--- config.mk ---
export PLATFORM = sky130hd
export DESIGN_NAME = fetch_sequencer
export DESIGN_NICKNAME = d
export VERILOG_FILES = /design/src/rtl/fetch_sequencer.sv
export SDC_FILE = /design/constraint.sdc
export NUM_CORES = 1
export LEC_CHECK = 0
export CELL_PAD_IN_SITES_DETAIL_PLACEMENT = 0
export CELL_PAD_IN_SITES_GLOBAL_PLACEMENT = 1
export CORE_UTILIZATION = 40
export CTS_CLUSTER_DIAMETER = 120
export CTS_CLUSTER_SIZE = 25
export DETAILED_ROUTE_END_ITERATION = 12
export PLACE_DENSITY_LB_ADDON = 0.1
export SLEW_MARGIN = 10
export SYNTH_ARGS = -nofsm -noshare
export SYNTH_HDL_FRONTEND = slang
export SYNTH_SLANG_ARGS = --single-unit
export TNS_END_PERCENT = 1
--- constraint.sdc ---
create_clock -name clk -period 4.8 [get_ports clk]
set_input_delay 0.96 -clock clk [delete_from_list [all_inputs] [get_ports clk]]
set_output_delay 0.96 -clock clk [all_outputs]
set_load 0.02 [all_outputs]
--- src/rtl/fetch_sequencer.sv ---
// -----------------------------------------------------------------------------
// fetch_sequencer
//
// Fetch-stage controller for a 5-stage RISC-V pipeline. It owns the PC and
// issues one request at a time to an instruction memory port. That port uses a
// req/ack handshake with variable latency. Redirects from execute take priority
// over everything else. When decode stalls, a fetched word is parked in a
// one-entry skid buffer. The block drives the F/D pipeline register outputs.
//
// Ports
//   clk         clock; all state updates on the rising edge
//   rst         synchronous active-low reset
//   stall_d     decode cannot accept; F/D outputs hold
//   PCSrcE      redirect request from execute
//   PCTargetE   redirect target (bits [1:0] ignored)
//   imem_req    instruction memory request valid (registered)
//   imem_addr   word-aligned fetch address (registered)
//   imem_ack    response valid; imem_rdata valid in the same cycle
//   imem_rdata  fetched instruction
//   InstrD      instruction to decode
//   PCD         PC of InstrD
//   PCPlus4D    PCD + 4 (mod 2^32)
//   valid_d     InstrD is a real instruction
//
// state   | meaning
// --------+--------------------------------------------------------------
// S_IDLE  | one cycle after reset, no request outstanding
// S_REQ   | request for pc is on the port, waiting for ack
// S_HOLD  | response parked in skid buffer while decode is stalled
// S_DRAIN | redirect taken while a request was in flight; wait for and
//         | discard its ack, pc already holds the new target
// -----------------------------------------------------------------------------
module fetch_sequencer #(
  parameter logic [31:0] RESET_PC  = 32'h0000_0000,
  parameter logic [31:0] NOP_INSTR = 32'h0000_0000
) (
  input  logic        clk,
  input  logic        rst,
  input  logic        stall_d,
  input  logic        PCSrcE,
  input  logic [31:0] PCTargetE,
  output logic        imem_req,
  output logic [31:0] imem_addr,
  input  logic        imem_ack,
  input  logic [31:0] imem_rdata,
  output logic [31:0] InstrD,
  output logic [31:0] PCD,
  output logic [31:0] PCPlus4D,
  output logic        valid_d
);

  typedef enum logic [1:0] {
    S_IDLE  = 2'd0,
    S_REQ   = 2'd1,
    S_HOLD  = 2'd2,
    S_DRAIN = 2'd3
  } state_t;

  state_t      state;
  logic [31:0] pc;
  logic        skid_valid;
  logic [31:0] skid_instr;
  logic [31:0] skid_pc;

  logic [31:0] pc_plus4;
  logic [31:0] skid_pc_plus4;
  logic [31:0] target;
  logic        unused_target_lsbs;

  assign pc_plus4      = pc + 32'd4;
  assign skid_pc_plus4 = skid_pc + 32'd4;
  assign target        = {PCTargetE[31:2], 2'b00};

  // Low target bits are architecturally zero for this core.
  assign unused_target_lsbs = ^PCTargetE[1:0];

  // The PC register itself is the fetch address. It only changes on ack,
  // on a redirect, or on reset, so the address is stable while waiting.
  assign imem_addr = pc;

  always_ff @(posedge clk) begin
    if (!rst) begin
      state      <= S_IDLE;
      pc         <= RESET_PC;
      imem_req   <= 1'b0;
      InstrD     <= NOP_INSTR;
      PCD        <= 32'h0000_0000;
      PCPlus4D   <= 32'h0000_0000;
      valid_d    <= 1'b0;
      skid_valid <= 1'b0;
      skid_instr <= NOP_INSTR;
      skid_pc    <= 32'h0000_0000;
    end else begin
      case (state)
        S_IDLE: begin
          if (PCSrcE) begin
            pc         <= target;
            valid_d    <= 1'b0;
            InstrD     <= NOP_INSTR;
            skid_valid <= 1'b0;
          end
          state    <= S_REQ;
          imem_req <= 1'b1;
        end

        S_REQ: begin
          if (PCSrcE) begin
            pc         <= target;
            valid_d    <= 1'b0;
            InstrD     <= NOP_INSTR;
            skid_valid <= 1'b0;
            if (imem_ack) begin
              // Response arrived with the redirect: drop it, refetch at target.
              state    <= S_REQ;
              imem_req <= 1'b1;
            end else begin
              // In-flight request cannot be cancelled; swallow its ack later.
              state    <= S_DRAIN;
              imem_req <= 1'b0;
            end
          end else if (imem_ack) begin
            pc <= pc_plus4;
            if (stall_d) begin
              skid_valid <= 1'b1;
              skid_instr <= imem_rdata;
              skid_pc    <= pc;
              state      <= S_HOLD;
              imem_req   <= 1'b0;
            end else begin
              InstrD   <= imem_rdata;
              PCD      <= pc;
              PCPlus4D <= pc_plus4;
              valid_d  <= 1'b1;
              state    <= S_REQ;
              imem_req <= 1'b1;
            end
          end else if (!stall_d) begin
            // Bubble: PCD/PCPlus4D keep their last values.
            valid_d <= 1'b0;
            InstrD  <= NOP_INSTR;
          end
        end

        S_HOLD: begin
          if (PCSrcE) begin
            pc         <= target;
            valid_d    <= 1'b0;
            InstrD     <= NOP_INSTR;
            skid_valid <= 1'b0;
            state      <= S_REQ;
            imem_req   <= 1'b1;
          end else if (!stall_d) begin
            InstrD     <= skid_valid ? skid_instr : NOP_INSTR;
            PCD        <= skid_pc;
            PCPlus4D   <= skid_pc_plus4;
            valid_d    <= skid_valid;
            skid_valid <= 1'b0;
            state      <= S_REQ;
            imem_req   <= 1'b1;
          end
        end

        S_DRAIN: begin
          if (PCSrcE) begin
            pc         <= target;
            valid_d    <= 1'b0;
            InstrD     <= NOP_INSTR;
            skid_valid <= 1'b0;
          end
          // A newer redirect only replaces the target. If the stale ack lands
          // in the same cycle, the port is free, so fetch at the newest target.
          if (imem_ack) begin
            state    <= S_REQ;
            imem_req <= 1'b1;
          end else begin
            state    <= S_DRAIN;
            imem_req <= 1'b0;
          end
        end

        default: begin
          state    <= S_IDLE;
          imem_req <= 1'b0;
        end
      endcase
    end
  end

  // Fetch addresses are always word aligned.
  a_addr_aligned : assert property (@(posedge clk) rst |-> (imem_addr[1:0] == 2'b00));

  // Once issued, a request and its address hold until the ack arrives.
  a_req_hold : assert property (@(posedge clk)
    (rst && imem_req && !imem_ack && !PCSrcE) |=> (imem_req && $stable(imem_addr)));

  // No new request may issue while a stale response is still owed.
  a_drain_quiet : assert property (@(posedge clk)
    (rst && state == S_DRAIN) |-> !imem_req);

endmodule
# --- After elaboration in Yosys (flattened, before gate mapping) ---
# Index checks and enable logic that the tools add are counted.
word_totals:
  register_bits: 197
  in_bits: 69
  out_inout_bits: 130
  elab_cells: 88
op_classes:
  n_addsub: 2
  n_eq_ne: 14
  muxes: 51
  n_bitwise: 1
  reduce_logical: 10
ops:
  columns: ["cell", "count"]
  rows:
  - ["$mux W32", 21]
  - ["$pmux W32 S2", 3]
  - ["$pmux W32 S3", 1]
  - ["$add A32 B3 Y32 const B", 2]
  - ["$mux W1", 16]
  - ["$mux W2", 6]
  - ["$ne A3 B3 Y1 const B", 4]
  - ["$ne A2 B2 Y1 const B", 5]
  - ["$pmux W2 S4", 1]
  - ["$reduce_and A4 Y1", 2]
  - ["$pmux W1 S3", 2]
  - ["$reduce_and A6 Y1", 1]
  - ["$eq A2 B2 Y1 const B", 2]
  - ["$ne A2 B1 Y1 const B", 2]
  - ["$pmux W1 S4", 1]
  - ["$reduce_and A2 Y1", 2]
  - ["$reduce_and A3 Y1", 1]
  - ["$reduce_or A3 Y1", 1]
  - ["$eq A2 B1 Y1 const B", 1]
  - ["$logic_not A2 Y1", 1]
  - ["$reduce_bool A2 Y1", 1]
  - ["$reduce_or A2 Y1", 1]
  - ["$not A1 Y1", 1]

# --- Depth between registers and ports, before layout ---
logic_depth:
  ltp_word: 5
  mapped_depth: 10
  ltp_nobuf: 7

# --- Least setup slack after synthesis ---
# No wires, ideal clock.
synth_path:
  path_type: "input to register"
  startpoint: "in PCSrcE"
  endpoint: "reg skid_pc[2]"
  setup_time_ns: 0.132
  arrival_ns: 2.369
  required_ns: 4.668
  slack_ns: 2.299
  stages: 9
  path_buffers: 4
  cell_sequence: "clkbuf_1 -> clkinv_1 -> and3_1 -> clkbuf_1 -> and2_1 -> buf_2 -> clkbuf_1 -> nand2_1 -> a21oi_1"
synth_between:
  elab_chain_len: 2
synth_rtl:
  columns: ["element", "line", "rtl"]
  rows:
  - ["start: declaration", "40", "input logic PCSrcE,"]
  - ["$not A1 Y1 (no line)", null, null]
  - ["$reduce_and A4 Y1 (no line)", null, null]
  - ["end signal: assignment", "126", "skid_pc <= pc;"]
  - ["end: declaration", "63", "logic [31:0] skid_pc;"]
# Every way passes these cells.
# A chain may end at the register's enable or synchronous reset.

# --- Worst setup path in the final report ---
layout_path:
  startpoint: "in stall_d"
  endpoint: "reg InstrD[25]"
layout_between:
  elab_chain_len: 2
layout_rtl:
  columns: ["element", "line", "rtl"]
  rows:
  - ["start: declaration", "39", "input logic stall_d,"]
  - ["$ne A3 B3 Y1 (no line)", null, null]
  - ["$reduce_and A3 Y1 (no line) (*)", null, null]
  - ["end signal: assignment", "130", "InstrD <= imem_rdata;"]
  - ["end signal: assignment", "153", "InstrD <= skid_valid ? skid_instr : NOP_INSTR;"]
  - ["end: declaration", "46", "output logic [31:0] InstrD,"]
# Every way passes the cells marked *; elsewhere a longest branch is shown, timed or not.

==> results.sh <==
export IMPL_status="completed"
export IMPL_routedWlPerCell_um=18.2
export IMPL_gp_congestion=0.825
export IMPL_root_buffer="clkbuf_16"
export IMPL_drt_total_wl_um=28200
export IMPL_netlist_instances=1142
export IMPL_clk_path_buf_depth=2
export IMPL_htree_levels=4
export IMPL_crit_type="in -> reg"
export IMPL_finalHoldViolCount=0
export IMPL_synth_edff_count=0
export IMPL_grt_pass1_vias=8205
export IMPL_cts_tree="yes"
export IMPL_viasPerCell=5.59
export IMPL_ys_seq_area_frac=0.413
export IMPL_clock_latency_ns=0.44
export IMPL_worstReg2RegEnd="PCPlus4D[17]"
export IMPL_grt_overflow=0
export IMPL_min_from="skid_instr[26]"
export IMPL_nets=1331
export IMPL_dieHeight_um=153
export IMPL_cts_hold_buf=0
export IMPL_fmax_mhz=319
export IMPL_fp_coreArea_um2=22200
export IMPL_synth_top_family_by_area="compound AO/OA/AOI/OAI gates"
export IMPL_synthArstFlopShare=0
export IMPL_grt_max_degree=71
export IMPL_die_area_um2=23500
export IMPL_fin_skew_ns=0.0132
export IMPL_stdcell_area_um2=11700
export IMPL_ys_warnings_count=0
export IMPL_port_buffers=190
export IMPL_area_growth_pct=27.9
export IMPL_timing_slew_headroom=0.269
export IMPL_reg2reg_from="state[0]"
export IMPL_fin_hold_ws_ns=0.455
export IMPL_dp_cells=1517
export IMPL_rows=54
export IMPL_antenna_found_initial=0
export IMPL_synth_simple_area_share=0.214
export IMPL_syn_cell_area_um2=9150
export IMPL_synth_flop_cell="dfxtp_1"
export IMPL_required_ns=5.15
export IMPL_setup_tns_ns=0
export IMPL_drt_met1_wl_um=12700
export IMPL_endpoint="InstrD[25]"
export IMPL_cts_resized=0
export IMPL_met2_wirelength_um=13900
export IMPL_peakVddDrop_mv=0.195
export IMPL_die_width_um=153
export IMPL_vias=8650
export IMPL_maxCapViolCount=0
export IMPL_final_cells=1548
export IMPL_route_detailed_drc=0
export IMPL_worstMarginPinSlew_ns=1.09
export IMPL_ff2ff_setup_slack_ns=1.93
export IMPL_synth_seq_cells=189
export IMPL_placed_area_um2=11100
export IMPL_pin_count=199
export IMPL_powerDensity_nw_per_um2=323
export IMPL_fill_cells=2167
export IMPL_worstRegToRegCells=7
export IMPL_cp_arrival_ns=3.49
export IMPL_wl_met3_um=1160
export IMPL_setup_violations_final=0
export IMPL_numCtsBuffers=17
export IMPL_final_util=0.528
export IMPL_min_period_ns=3.14
export IMPL_synth_fa_ha_area_frac=0.00820
export IMPL_rsz0062_at_grt="no"
export IMPL_synth_compound_area_frac=0.237
export IMPL_min_path_type="reg -> reg"
export IMPL_p_leak_nw=3.76
export IMPL_critPathMaxFanout=42
export IMPL_synth_xor_area_share=0.0325
export IMPL_diodes=0
export IMPL_avgSynthCellArea_um2=8.01
export IMPL_cts_setup_buffers=0
export IMPL_track_usage=0.243
export IMPL_startpoint_type="primary input"
export IMPL_drtAntennaViolNets=0
export IMPL_maxUsedRoutingLayer="met4"
export IMPL_min_period_over_period=0.654
export IMPL_start_util=0.413
export IMPL_report_final_slew_viol_count=0
export IMPL_cts_sinks=189
export IMPL_muxShareOfSynthArea=0.0361
export IMPL_dr_pass1_iters=6
export IMPL_hpwl_um=19400
export IMPL_yosys_cell_types_count=55
export IMPL_startpoint="stall_d"
export IMPL_drive_gt1_frac=0.0465
export IMPL_critPathCaptureType="flop"
export IMPL_grt_pass1_wl_um=45200
export IMPL_first_iter_violations=547
export IMPL_clk_pin_slew_worst_paths_ns=0.08
## critical path: stages
cell and delay, ns:
clkdlybuf4s50_1 0.61, inv_1 0.24, nor2_1 0.10, o21ai_4 0.82, buf_4 0.42, nor2_1 0.07, a211oi_1 0.22
## state kept, by name, summed over array words and instances, names as in the netlist, 2 cells and up
signal and cells:
InstrD 32, state 2, imem_addr 30, PCPlus4D 30
PCD 30, skid_pc 30, skid_instr 32
## cells by family after synthesis
| group | after synthesis |
|---|---|
| compound gates | 326 |
| xor+xnor | 34 |
| fa+ha+maj | 6 |
| buf+inv | 131 |
| flops | 189 |
| mux | 33 |
| other cells | 1 |
| simple gates | 422 |
## worst min-delay path by stage
stage,endpoint,slack (ns),cells past startpoint
after floorplan,skid_instr[0],0.44,2
after global placement,PCPlus4D[23],0.43,2
after detailed placement,skid_instr[15],0.45,2
after CTS,skid_instr[10],0.46,2
after global routing,skid_instr[19],0.47,2
final,skid_instr[26],0.46,2
## final cells by class
class | count | area [µm²] | share of cell area
Clock buffer | 17 | 425 | 0.0363
Multi-Input combinational cell | 827 | 4880 | 0.417
Tap cell | 280 | 350 | 0.0299
Sequential cell | 189 | 3780 | 0.323
Inverter | 14 | 55.1 | 0.00470
Timing Repair Buffer | 207 | 2030 | 0.173
Clock inverter | 14 | 178 | 0.0152
## per-layer routing
metal,track usage,vias up
met5,0,-
li1,-,4366
met1,0.313,4073
met4,0.0568,0
met2,0.421,191
met3,0.0414,20
## where the power goes
group	internal, mW	switching (mW)	leakage (nW)
registers	1.64	0.0881	1.54
clock network	0.748	0.712	0.292
logic	0.264	0.331	1.93
## synthesized netlist by cell type, types with 17 or more instances
cell / instances / area share
nor3_1: 27 / 0.015
clkbuf_1: 86 / 0.035
nand3_1: 36 / 0.020
o21ai_0: 55 / 0.030
nor4_1: 26 / 0.018
a311oi_1: 25 / 0.024
a211oi_1: 67 / 0.055
a22oi_1: 32 / 0.026
nor2_1: 91 / 0.037
a21oi_1: 82 / 0.045
dfxtp_1: 189 / 0.41
buf_2: 17 / 0.0093
nand2_1: 179 / 0.073
mux2i_1: 33 / 0.036
xnor2_1: 20 / 0.019
## per-stage QoR
stage                     setup WS, ns  power (mW)
final                             1.66        3.78
after global routing              1.46        3.95
after CTS                         1.65        3.82
after detailed placement          1.19        2.36
after global placement            1.24        2.36
after floorplan                   2.30        2.09
## cell usage in the layout, fill, tap and decap left out, types with 32 or more instances in the layout
cell type / count
clkdlybuf4s50_1: 190
dfxtp_1: 189
nand2_1: 178
nor2_1: 91
a21oi_1: 82
a211oi_1: 67
o21ai_0: 54
nand3_1: 36
mux2i_1: 33
a22oi_1: 32
Note: power is estimated with default switching activity, not from simulation.
